File: src/rtl/puf_auth_verifier.sv
`default_nettype none
// ============================================================================
// Module      : puf_auth_verifier
// Description : Challenge-issuing verifier for a 4-response arbiter PUF.
//               Issues an LFSR challenge sequence, waits a settle time per
//               challenge, samples the response, then enrolls it or counts
//               bit mismatches against the enrolled values.
// Revision    : 1.0 - initial release
// ============================================================================
module puf_auth_verifier #(
  parameter int          N_CHAL  = 16,
  parameter int          SETTLE  = 4,
  parameter int          MAX_ERR = 3,
  parameter logic [31:0] SEED    = 32'hACE1_2345
) (
  input  logic        clk,
  input  logic        rst,
  input  logic        start,
  input  logic        mode,
  output logic [31:0] chal,
  input  logic [3:0]  resp,
  output logic        busy,
  output logic        done,
  output logic        pass,
  output logic [7:0]  err_cnt,
  output logic        enrolled
);

  localparam int IDX_W = (N_CHAL > 1) ? $clog2(N_CHAL) : 1;
  localparam int CNT_W = $clog2(SETTLE + 1);

  typedef enum logic [1:0] {
    S_IDLE   = 2'd0,
    S_SETTLE = 2'd1,
    S_SAMPLE = 2'd2,
    S_FINISH = 2'd3
  } state_t;

  state_t             state_q, state_d;
  logic [IDX_W-1:0]   idx_q, idx_d;
  logic [CNT_W-1:0]   cnt_q, cnt_d;
  logic [31:0]        chal_q, chal_d;
  logic               mode_q, mode_d;
  logic               busy_q, busy_d;
  logic               done_q, done_d;
  logic               pass_q, pass_d;
  logic [7:0]         err_q, err_d;
  logic               enrolled_q, enrolled_d;

  logic [3:0]         mem [N_CHAL];
  logic               mem_we;
  logic [3:0]         diff;
  logic [8:0]         err_sum;

  function automatic logic [2:0] popcount4(input logic [3:0] v);
    popcount4 = 3'(v[0]) + 3'(v[1]) + 3'(v[2]) + 3'(v[3]);
  endfunction

  function automatic logic [31:0] lfsr_next(input logic [31:0] c);
    lfsr_next = {c[30:0], c[31] ^ c[21] ^ c[1] ^ c[0]};
  endfunction

  // Mismatch accumulation: 9-bit sum so the clamp to 255 sees the carry
  assign diff    = resp ^ mem[idx_q];
  assign err_sum = {1'b0, err_q} + 9'(popcount4(diff));

  // Next-state and next-output logic for the run sequencer
  always_comb begin
    state_d    = state_q;
    idx_d      = idx_q;
    cnt_d      = cnt_q;
    chal_d     = chal_q;
    mode_d     = mode_q;
    busy_d     = busy_q;
    done_d     = 1'b0;
    pass_d     = pass_q;
    err_d      = err_q;
    enrolled_d = enrolled_q;
    mem_we     = 1'b0;
    case (state_q)
      S_IDLE: begin
        if (start) begin
          mode_d = mode;
          idx_d  = '0;
          cnt_d  = '0;
          err_d  = '0;
          pass_d = 1'b0;
          chal_d = SEED;
          if (mode && !enrolled_q) begin
            // Nothing to compare against: fail immediately
            state_d = S_FINISH;
            done_d  = 1'b1;
            busy_d  = 1'b0;
          end else begin
            state_d = S_SETTLE;
            busy_d  = 1'b1;
            if (!mode) enrolled_d = 1'b0;
          end
        end
      end
      S_SETTLE: begin
        if (cnt_q == CNT_W'(SETTLE - 1)) state_d = S_SAMPLE;
        else                             cnt_d   = cnt_q + 1'b1;
      end
      S_SAMPLE: begin
        if (!mode_q) mem_we = 1'b1;
        else         err_d  = err_sum[8] ? 8'hFF : err_sum[7:0];
        if (idx_q == IDX_W'(N_CHAL - 1)) begin
          // done/busy are registered, so they change together entering FINISH
          state_d = S_FINISH;
          done_d  = 1'b1;
          busy_d  = 1'b0;
          if (!mode_q) begin
            pass_d     = 1'b1;
            enrolled_d = 1'b1;
            err_d      = '0;
          end else begin
            pass_d = (int'(err_d) <= MAX_ERR);
          end
        end else begin
          idx_d   = idx_q + 1'b1;
          cnt_d   = '0;
          chal_d  = lfsr_next(chal_q);
          state_d = S_SETTLE;
        end
      end
      S_FINISH: begin
        state_d = S_IDLE;
      end
      default: begin
        state_d = S_IDLE;
      end
    endcase
  end

  // State and output registers with asynchronous reset
  always_ff @(posedge clk or negedge rst) begin
    if (!rst) begin
      state_q    <= S_IDLE;
      idx_q      <= '0;
      cnt_q      <= '0;
      chal_q     <= '0;
      mode_q     <= 1'b0;
      busy_q     <= 1'b0;
      done_q     <= 1'b0;
      pass_q     <= 1'b0;
      err_q      <= '0;
      enrolled_q <= 1'b0;
    end else begin
      state_q    <= state_d;
      idx_q      <= idx_d;
      cnt_q      <= cnt_d;
      chal_q     <= chal_d;
      mode_q     <= mode_d;
      busy_q     <= busy_d;
      done_q     <= done_d;
      pass_q     <= pass_d;
      err_q      <= err_d;
      enrolled_q <= enrolled_d;
    end
  end

  // Enrolled response storage; deliberately not reset
  always_ff @(posedge clk) begin
    if (mem_we) mem[idx_q] <= resp;
  end

  assign chal     = chal_q;
  assign busy     = busy_q;
  assign done     = done_q;
  assign pass     = pass_q;
  assign err_cnt  = err_q;
  assign enrolled = enrolled_q;

endmodule
`default_nettype wire
File: config.mk
export PLATFORM = sky130hd
export DESIGN_NAME = puf_auth_verifier
export DESIGN_NICKNAME = d
export VERILOG_FILES = /design/src/rtl/puf_auth_verifier.sv
export SDC_FILE = /design/constraint.sdc
export NUM_CORES = 1
export LEC_CHECK = 0
export ABC_AREA = 1
export ABC_CLOCK_PERIOD_IN_PS = 3300
export BUFFER_PORTS_ARGS = -buffer_cell sky130_fd_sc_hd__buf_2
export CAP_MARGIN = 20
export CORE_MARGIN = 2
export CORE_UTILIZATION = 40
export DETAILED_ROUTE_END_ITERATION = 10
export PLACE_DENSITY = 0.68
export SKIP_CTS_REPAIR_TIMING = 1
export SLEW_MARGIN = 20
export SYNTH_ARGS = -nofsm -noshare
export SYNTH_HDL_FRONTEND = slang
export SYNTH_SLANG_ARGS = --single-unit
File: constraint.sdc
create_clock -name clk -period 3.3 [get_ports clk]
set_clock_uncertainty 0.1 [all_clocks]
set_input_delay 0 -clock clk [delete_from_list [all_inputs] [get_ports clk]]
set_output_delay 0 -clock clk [all_outputs]
set_load 0.005 [all_outputs]
==> summary.txt, run 1 <==
Outcome
  – Status: finished with violations
  – Failing checks: negative setup slack

Synth
  – Synth Area in XOR/XNOR: 0.00332
  – Synthesized cell area: approximately 5300 um^2
  – Synth Net Count: 568
  – Synth Area in Compound Gates: 0.105
  – Ys Warns: 0
  – Sequential share of the synthesized area: 0.620
  – Post-synthesis mux area share: 0
  – Netlist cell types: 32
  – Adder-Cell Fraction of Synth Area: 0.0280
  – Cell count after synthesis: 550
  – Post-synthesis simple-gate area fraction: 0.179
  – Largest family of logic cells by synthesized area: simple AND/OR/NAND/NOR gates
  – Yosys reg bits: ~120
  – Synth Area per Inst: 9.59 um^2

Layout
  – Inserted Diodes: 0
  – Final nets: 660
  – Design area: about 6700 um^2
  – Layout area overhead: 27.1%
  – Layout cells sized above 1: 0.224

Routing
  – Average wire per standard cell: approximately 15 um
  – Antenna Nets Post-Route: 0
  – DRC viols: 0
  – Initial drt markers: approximately 300
  – Total vias in the final route: approximately 4200
  – DR pass1 iterations: 6
  – Routed WL: between 10 and 15 mm
  – Via density: slightly above 5

Timing
  – Worst setup margin: -0.0691 ns
  – Fin crit share: 1.02
  – Endpoints failing hold: 0
  – Slew @ Worst Pin: 0.684 ns
  – RSZ-0062 raised after global routing: yes
  – Fmax achieved: roughly 300 MHz
  – Slew headroom: 0.541
  – Final Max Tran Viols: 0
  – Setup violators final: 3
  – Min cycle time layout: 3.37 ns

Placed design
  – Post-DP HPWL: 8.13 mm
  – Post-DP Area: 5860 um^2
  – Port bufs: 51
  – RD Place Congestion: between 0.8 and 0.9

Global routing
  – GR Layer Usage met3: 0.0570
  – Most Used Layer, Global Route: met2
  – Total track usage: 0.180
  – Global-route wire length before repair: a little under 20 mm
  – Initial antenna violation count: 0
  – GR Layer Usage met1: 0.241
  – Vias in the first global route: approximately 4000
  – Largest net degree at the start of global routing: 46
  – Overflow after GRT: 0
  – Met2 usage in global routing: 0.281

CTS
  – H-Tree Depth: 4
  – Clock latency on the worst-skew pair: a little over 0.4 ns
  – CTS tree: built
  – Clock sink count: between 100 and 150
  – Clk buf depth: 2
  – CTS clk-pin slew, worst paths: roughly 0.060 ns
  – Cts bufs inserted: 17
  – Root buf cell: clkbuf_16

Hold path
  – Worst min path class: in -> async

Power
  – VDD IR max: between 0.5 and 0.6 mV
  – Final Power: about 0.0059 W
  – Pwr per Cell Area: 875 nW/um^2
  – Leakage: just under 3 nW

Die
  – FP Rows: 41
  – Die H: 119 um
  – Core outline area: 12800 um^2
  – I/O pins: 52
  – Die W: approximately 120 um
  – Initial Utilization: 0.413
  – Die ar.: roughly 14000 um^2

Setup path
  – Crit path kind: reg -> reg
  – CP endpoint kind: flip-flop
  – Startpoint types: flip-flop
  – Arr. time, crit path: 3.62 ns
  – R2r worst-path depth: 25
  – Worst path required time: 3.55 ns
  – Max FO, Critical Path: 9

Flow run
  – Max-Cap Viols: 0
## layout by cell type, fill, tap and decap left out, types with 8 or more instances in the layout
cell	netlist	final
buf_2	10	50
nor2_1	75	69
edfxtp_1	64	64
buf_4	2	24
o22ai_1	10	10
inv_1	61	59
nor2_2	4	8
nand2_1	125	118
inv_2	7	8
clkbuf_16	0	22
nand3_1	18	18
o21ai_0	65	48
dlygate4sd3_1	0	9
nand2_2	2	9
o21ai_1	4	18
dfrtp_1	54	53
## routing by layer
metal	vias up	wire length (um)
met5	-	0
met4	0	161
met1	2040	5400
met2	180	6100
li1	2004	-
met3	15	902
## where the power goes
group	switching, W	internal (W)	total [W]	leakage [nW]
registers	0.000193	0.00181	0.00200	1.25
logic	0.00123	0.000843	0.00207	1.43
clock network	0.000656	0.00113	0.00179	0.299
## synth_stat cells
cell type / number / area share
o22ai_1: 10 / 0.012
a31oi_1: 5 / 0.0059
inv_2: 7 / 0.0050
or2_1: 1 / 0.0012
nand3_1: 18 / 0.017
buf_1: 1 / 0.00071
edfxtp_1: 64 / 0.36
o21a_1: 1 / 0.0014
xnor2_1: 1 / 0.0017
inv_1: 61 / 0.043
xor2_1: 1 / 0.0017
dfrtp_1: 54 / 0.26
a22oi_1: 7 / 0.010
o31ai_1: 2 / 0.0028
nor2_2: 4 / 0.0047
a21oi_1: 4 / 0.0038
fa_1: 3 / 0.011
clkinv_1: 1 / 0.00071
nor3_1: 6 / 0.0057
buf_4: 2 / 0.0028
o21ai_1: 4 / 0.0038
o21ai_0: 65 / 0.062
ha_1: 7 / 0.017
nor2_1: 75 / 0.053
a21boi_2: 1 / 0.0021
nand2_1: 125 / 0.089
a22o_1: 1 / 0.0017
buf_2: 10 / 0.0095
nand4_1: 3 / 0.0036
clkbuf_1: 3 / 0.0021
nand2_2: 2 / 0.0024
nand2_4: 1 / 0.0021
## metrics by stage
stage          setup TNS, ns  hold WS, ns  instances  setup slack, ns   util
2_1_floorplan              0       -0.396        550          0.00548      -
3_3_place_gp          -0.305        0.127        778           -0.100  0.459
3_5_place_dp          -0.795        0.119        778           -0.176  0.459
4_1_cts               -0.935       -0.315        810           -0.186  0.505
5_1_grt                -1.67       0.0850        827           -0.312  0.525
6_report             -0.0744       0.0234        827          -0.0691  0.525
## sequential cells by signal, indices dropped and copies added (netlist names)
name,flops
busy,1
mem,64
pass,1
state_q,2
mode_q,1
done,1
enrolled,1
chal,32
cnt_q,3
idx_q,4
err_cnt,8
## kinds of logic (layout without fill, tap and decap cells)
kind of cell | after synthesis | in the layout
simple gates | 235 | 235
flops | 118 | 118
compound gates | 100 | 100
buf+inv | 85 | 190
fa+ha+maj | 10 | 10
xor+xnor | 2 | 2
## path summary, 6_finish.rpt
kind | start | to | slack [ns]
min in group clk | resp[2] | mem[12][2] | 0.32
worst min-delay path | rst | err_cnt[4] | 0.02
worst max-delay path | idx_q[0] | pass | -0.07
worst max register to register | idx_q[0] | pass | -0.07
max in group asynchronous | rst | chal[9] | 2.49
worst min register to register | busy | busy | 0.41
## layout make-up
type | count | area, um^2
Clock inverter | 9 | 58.8
Timing Repair Buffer | 89 | 641
Clock buffer | 23 | 532
Fill cell | 1107 | 6070
Multi-Input combinational cell | 347 | 1720
Sequential cell | 118 | 3270
Inverter | 69 | 262
Tap cell | 172 | 215
## critical path, cell delays in order (launching register included)
cell     delay, ns
dfrtp_2       0.48
inv_4         0.11
buf_12        0.13
nand2_2       0.05
nand2_1       0.05
nand2_1       0.07
o21ai_2       0.08
nand2_1       0.09
nand2_2       0.09
nor2_1        0.05
nand2_1       0.06
nand2_2       0.06
fa_1          0.47
fa_2          0.36
inv_2         0.08
fa_2          0.20
nand2_2       0.07
nor2_4        0.16
nand2_1       0.07
nand2_1       0.07
nand2_2       0.06
nor2_2        0.11
nand2_1       0.06
nor2_1        0.08
nand2_1       0.05
nand2_1       0.05
No activity file was read; power rests on OpenSTA's default activity.
==> run 2, diff against run 1 <==
- CORE_UTILIZATION: 40 -> 53
- PLACE_DENSITY: 0.68 -> 0.76
==> summary.txt, run 2 (synthesis gave the netlist of run 1 again) <==
Outcome
  – Status: finished with violations
  – Failing checks: negative hold slack, negative setup slack

Routing
  – Via density: around 5.4
  – Routed WL: 12.9 mm
  – Antenna Nets Post-Route: 0
  – Initial drt markers: around 360
  – DR pass1 iterations: 5
  – Total vias in the final route: 4266
  – Average wire per standard cell: between 15 and 20 um
  – DRC viols: 0

Placed design
  – Port bufs: a little over 50
  – Cells after DPL: approximately 740
  – Post-DP Area: between 5000 and 6000 um^2
  – Post-DP HPWL: 8.05 mm
  – RD Place Congestion: between 0.9 and 1

Power
  – Seq pwr share: 0.334
  – P_sw: 0.00211 W
  – Final Power: roughly 0.0060 W
  – Leakage: between 2 and 3 nW
  – Switching share of power: 0.351
  – Total internal power: between 0.003 and 0.004 W
  – Combinational Power Share: 0.360
  – VDD IR max: 0.616 mV
  – Clk pwr share: 0.305
  – Pwr per Cell Area: around 900 nW/um^2

Die
  – Initial Utilization: 0.542
  – FP Rows: 36
  – I/O pins: 52
  – Core outline area: roughly 9700 um^2
  – Die H: about 100 um
  – Die ar.: between 10000 and 15000 um^2
  – Die W: a little over 100 um

Setup path
  – Worst path required time: roughly 3.7 ns
  – R2r worst-path depth: 24
  – Reg-to-Reg End: pass
  – Startpoint types: flip-flop
  – CP startpoint: idx_q[0]
  – Worst setup path end: pass
  – CP endpoint kind: flip-flop
  – FF-to-FF Start: idx_q[0]
  – Crit path kind: reg -> reg
  – R2R Setup Slk: -0.19 ns
  – Arr. time, crit path: approximately 3.9 ns
  – Max FO, Critical Path: 7

Layout
  – Finished Layout Cells: 790
  – Layout cells sized above 1: 0.225
  – Max reg flops: 64
  – Post-layout util: 0.687
  – Design area: between 6000 and 7000 um^2
  – Final nets: around 660
  – Inserted Diodes: 0
  – Most frequent cells in the layout: nand2_1 (117), nor2_1 (69), edfxtp_1 (64)
  – Commonest non-fill, non-tap cell in the layout: nand2_1
  – Fillers: roughly 740
  – Layout area overhead: 26.6%
  – Biggest register: mem

CTS
  – Clock sink count: roughly 120
  – Clk buf depth: 2
  – CTS tree: built
  – H-Tree Depth: 4
  – Root buf cell: clkbuf_8
  – CTS clk-pin slew, worst paths: ~0.060 ns
  – Cts bufs inserted: 17
  – Clock latency on the worst-skew pair: ~0.52 ns

Timing
  – Post-route setup TNS: -0.890 ns
  – Tightest hold margin: -0.00641 ns
  – Setup violators final: 7
  – Min cycle time layout: approximately 3.5 ns
  – Fin crit share: 1.06
  – Worst setup margin: -0.186 ns
  – Final Max Tran Viols: 0
  – RSZ-0062 raised after global routing: yes
  – Endpoints failing hold: 5
  – Slew headroom: 0.474
  – Slew @ Worst Pin: 0.790 ns
  – Fmax achieved: about 290 MHz

Global routing
  – Largest net degree at the start of global routing: 38
  – Overflow after GRT: 0
  – Global-route wire length before repair: approximately 20 mm
  – Vias in the first global route: between 4000 and 5000
  – Total track usage: 0.244
  – Initial antenna violation count: 0

Flow run
  – Max-Cap Viols: 0

Hold path
  – Worst min path class: in -> async
## run 2: changes by cell type in the layout (fill, tap and decap cells not counted), sizes merged
cell    change
buf         +2
bufinv      +2
clkbuf      +1
clkinv      -2
inv         -1
## run 2: area by class of cell
cell class	count	area, um^2	area share
Clock buffer	24	503	0.0753
Clock inverter	8	90.1	0.0135
Inverter	69	262	0.0391
Multi-Input combinational cell	347	1730	0.259
Sequential cell	118	3270	0.490
Tap cell	133	166	0.0249
Timing Repair Buffer	91	653	0.0978
## run 2: worst min path at each step
stage	endpoint	slack (ns)	cells after the start
after floorplan	busy	-0.40	0
after global placement	err_cnt[3]	0.01	1
after detailed placement	err_cnt[3]	0.03	1
after CTS	err_cnt[3]	-0.53	1
after global routing	err_cnt[5]	0.07	2
final	err_cnt[3]	-0.006	2
## run 2: power groups by stage
stage | Clock [W] | Sequential, W | Combinational, W
floorplan | 0 | 0.00200 | 0.00119
global placement | 0 | 0.00200 | 0.00179
detailed placement | 0 | 0.00201 | 0.00185
CTS | 0.00184 | 0.00199 | 0.00189
global route | 0.00193 | 0.00203 | 0.00241
finish | 0.00183 | 0.00200 | 0.00216
## run 2: critical path, stage by stage (launching register included)
cell and delay (ns):
dfrtp_2 0.48, buf_8 0.17, buf_4 0.14, nand2_2 0.05, nand2_1 0.06, o21ai_1 0.09, nand2_1 0.09, nand2_2 0.08
nor2_1 0.05, nand2_1 0.07, nand2_2 0.06, fa_1 0.48, fa_2 0.36, inv_2 0.07, fa_2 0.21, nand2_2 0.08
nor2_4 0.18, nand2_1 0.08, nand2_1 0.08, nand2_1 0.09, nor2_1 0.10, nand2_1 0.07, nor2_1 0.09, nand2_1 0.05
nand2_1 0.05
## run 2: layer usage
| metal | wire length, um | global-route usage | part of all wire | up-vias |
|---|---|---|---|---|
| li1 | - | - | - | 2010 |
| met1 | 5250 | 0.303 | 0.41 | 2084 |
| met2 | 6610 | 0.407 | 0.51 | 147 |
| met3 | 796 | 0.0736 | 0.062 | 25 |
| met4 | 269 | 0.0898 | 0.021 | 0 |
| met5 | 0 | 0 | 0 | - |
## run 2: stage by stage
stage	hold WS [ns]	worst slack, ns
finish	-0.00641	-0.186
global route	0.0717	-0.433
CTS	-0.530	-0.232
detailed placement	0.0301	-0.230
global placement	0.0145	-0.0809
floorplan	-0.396	0.00548
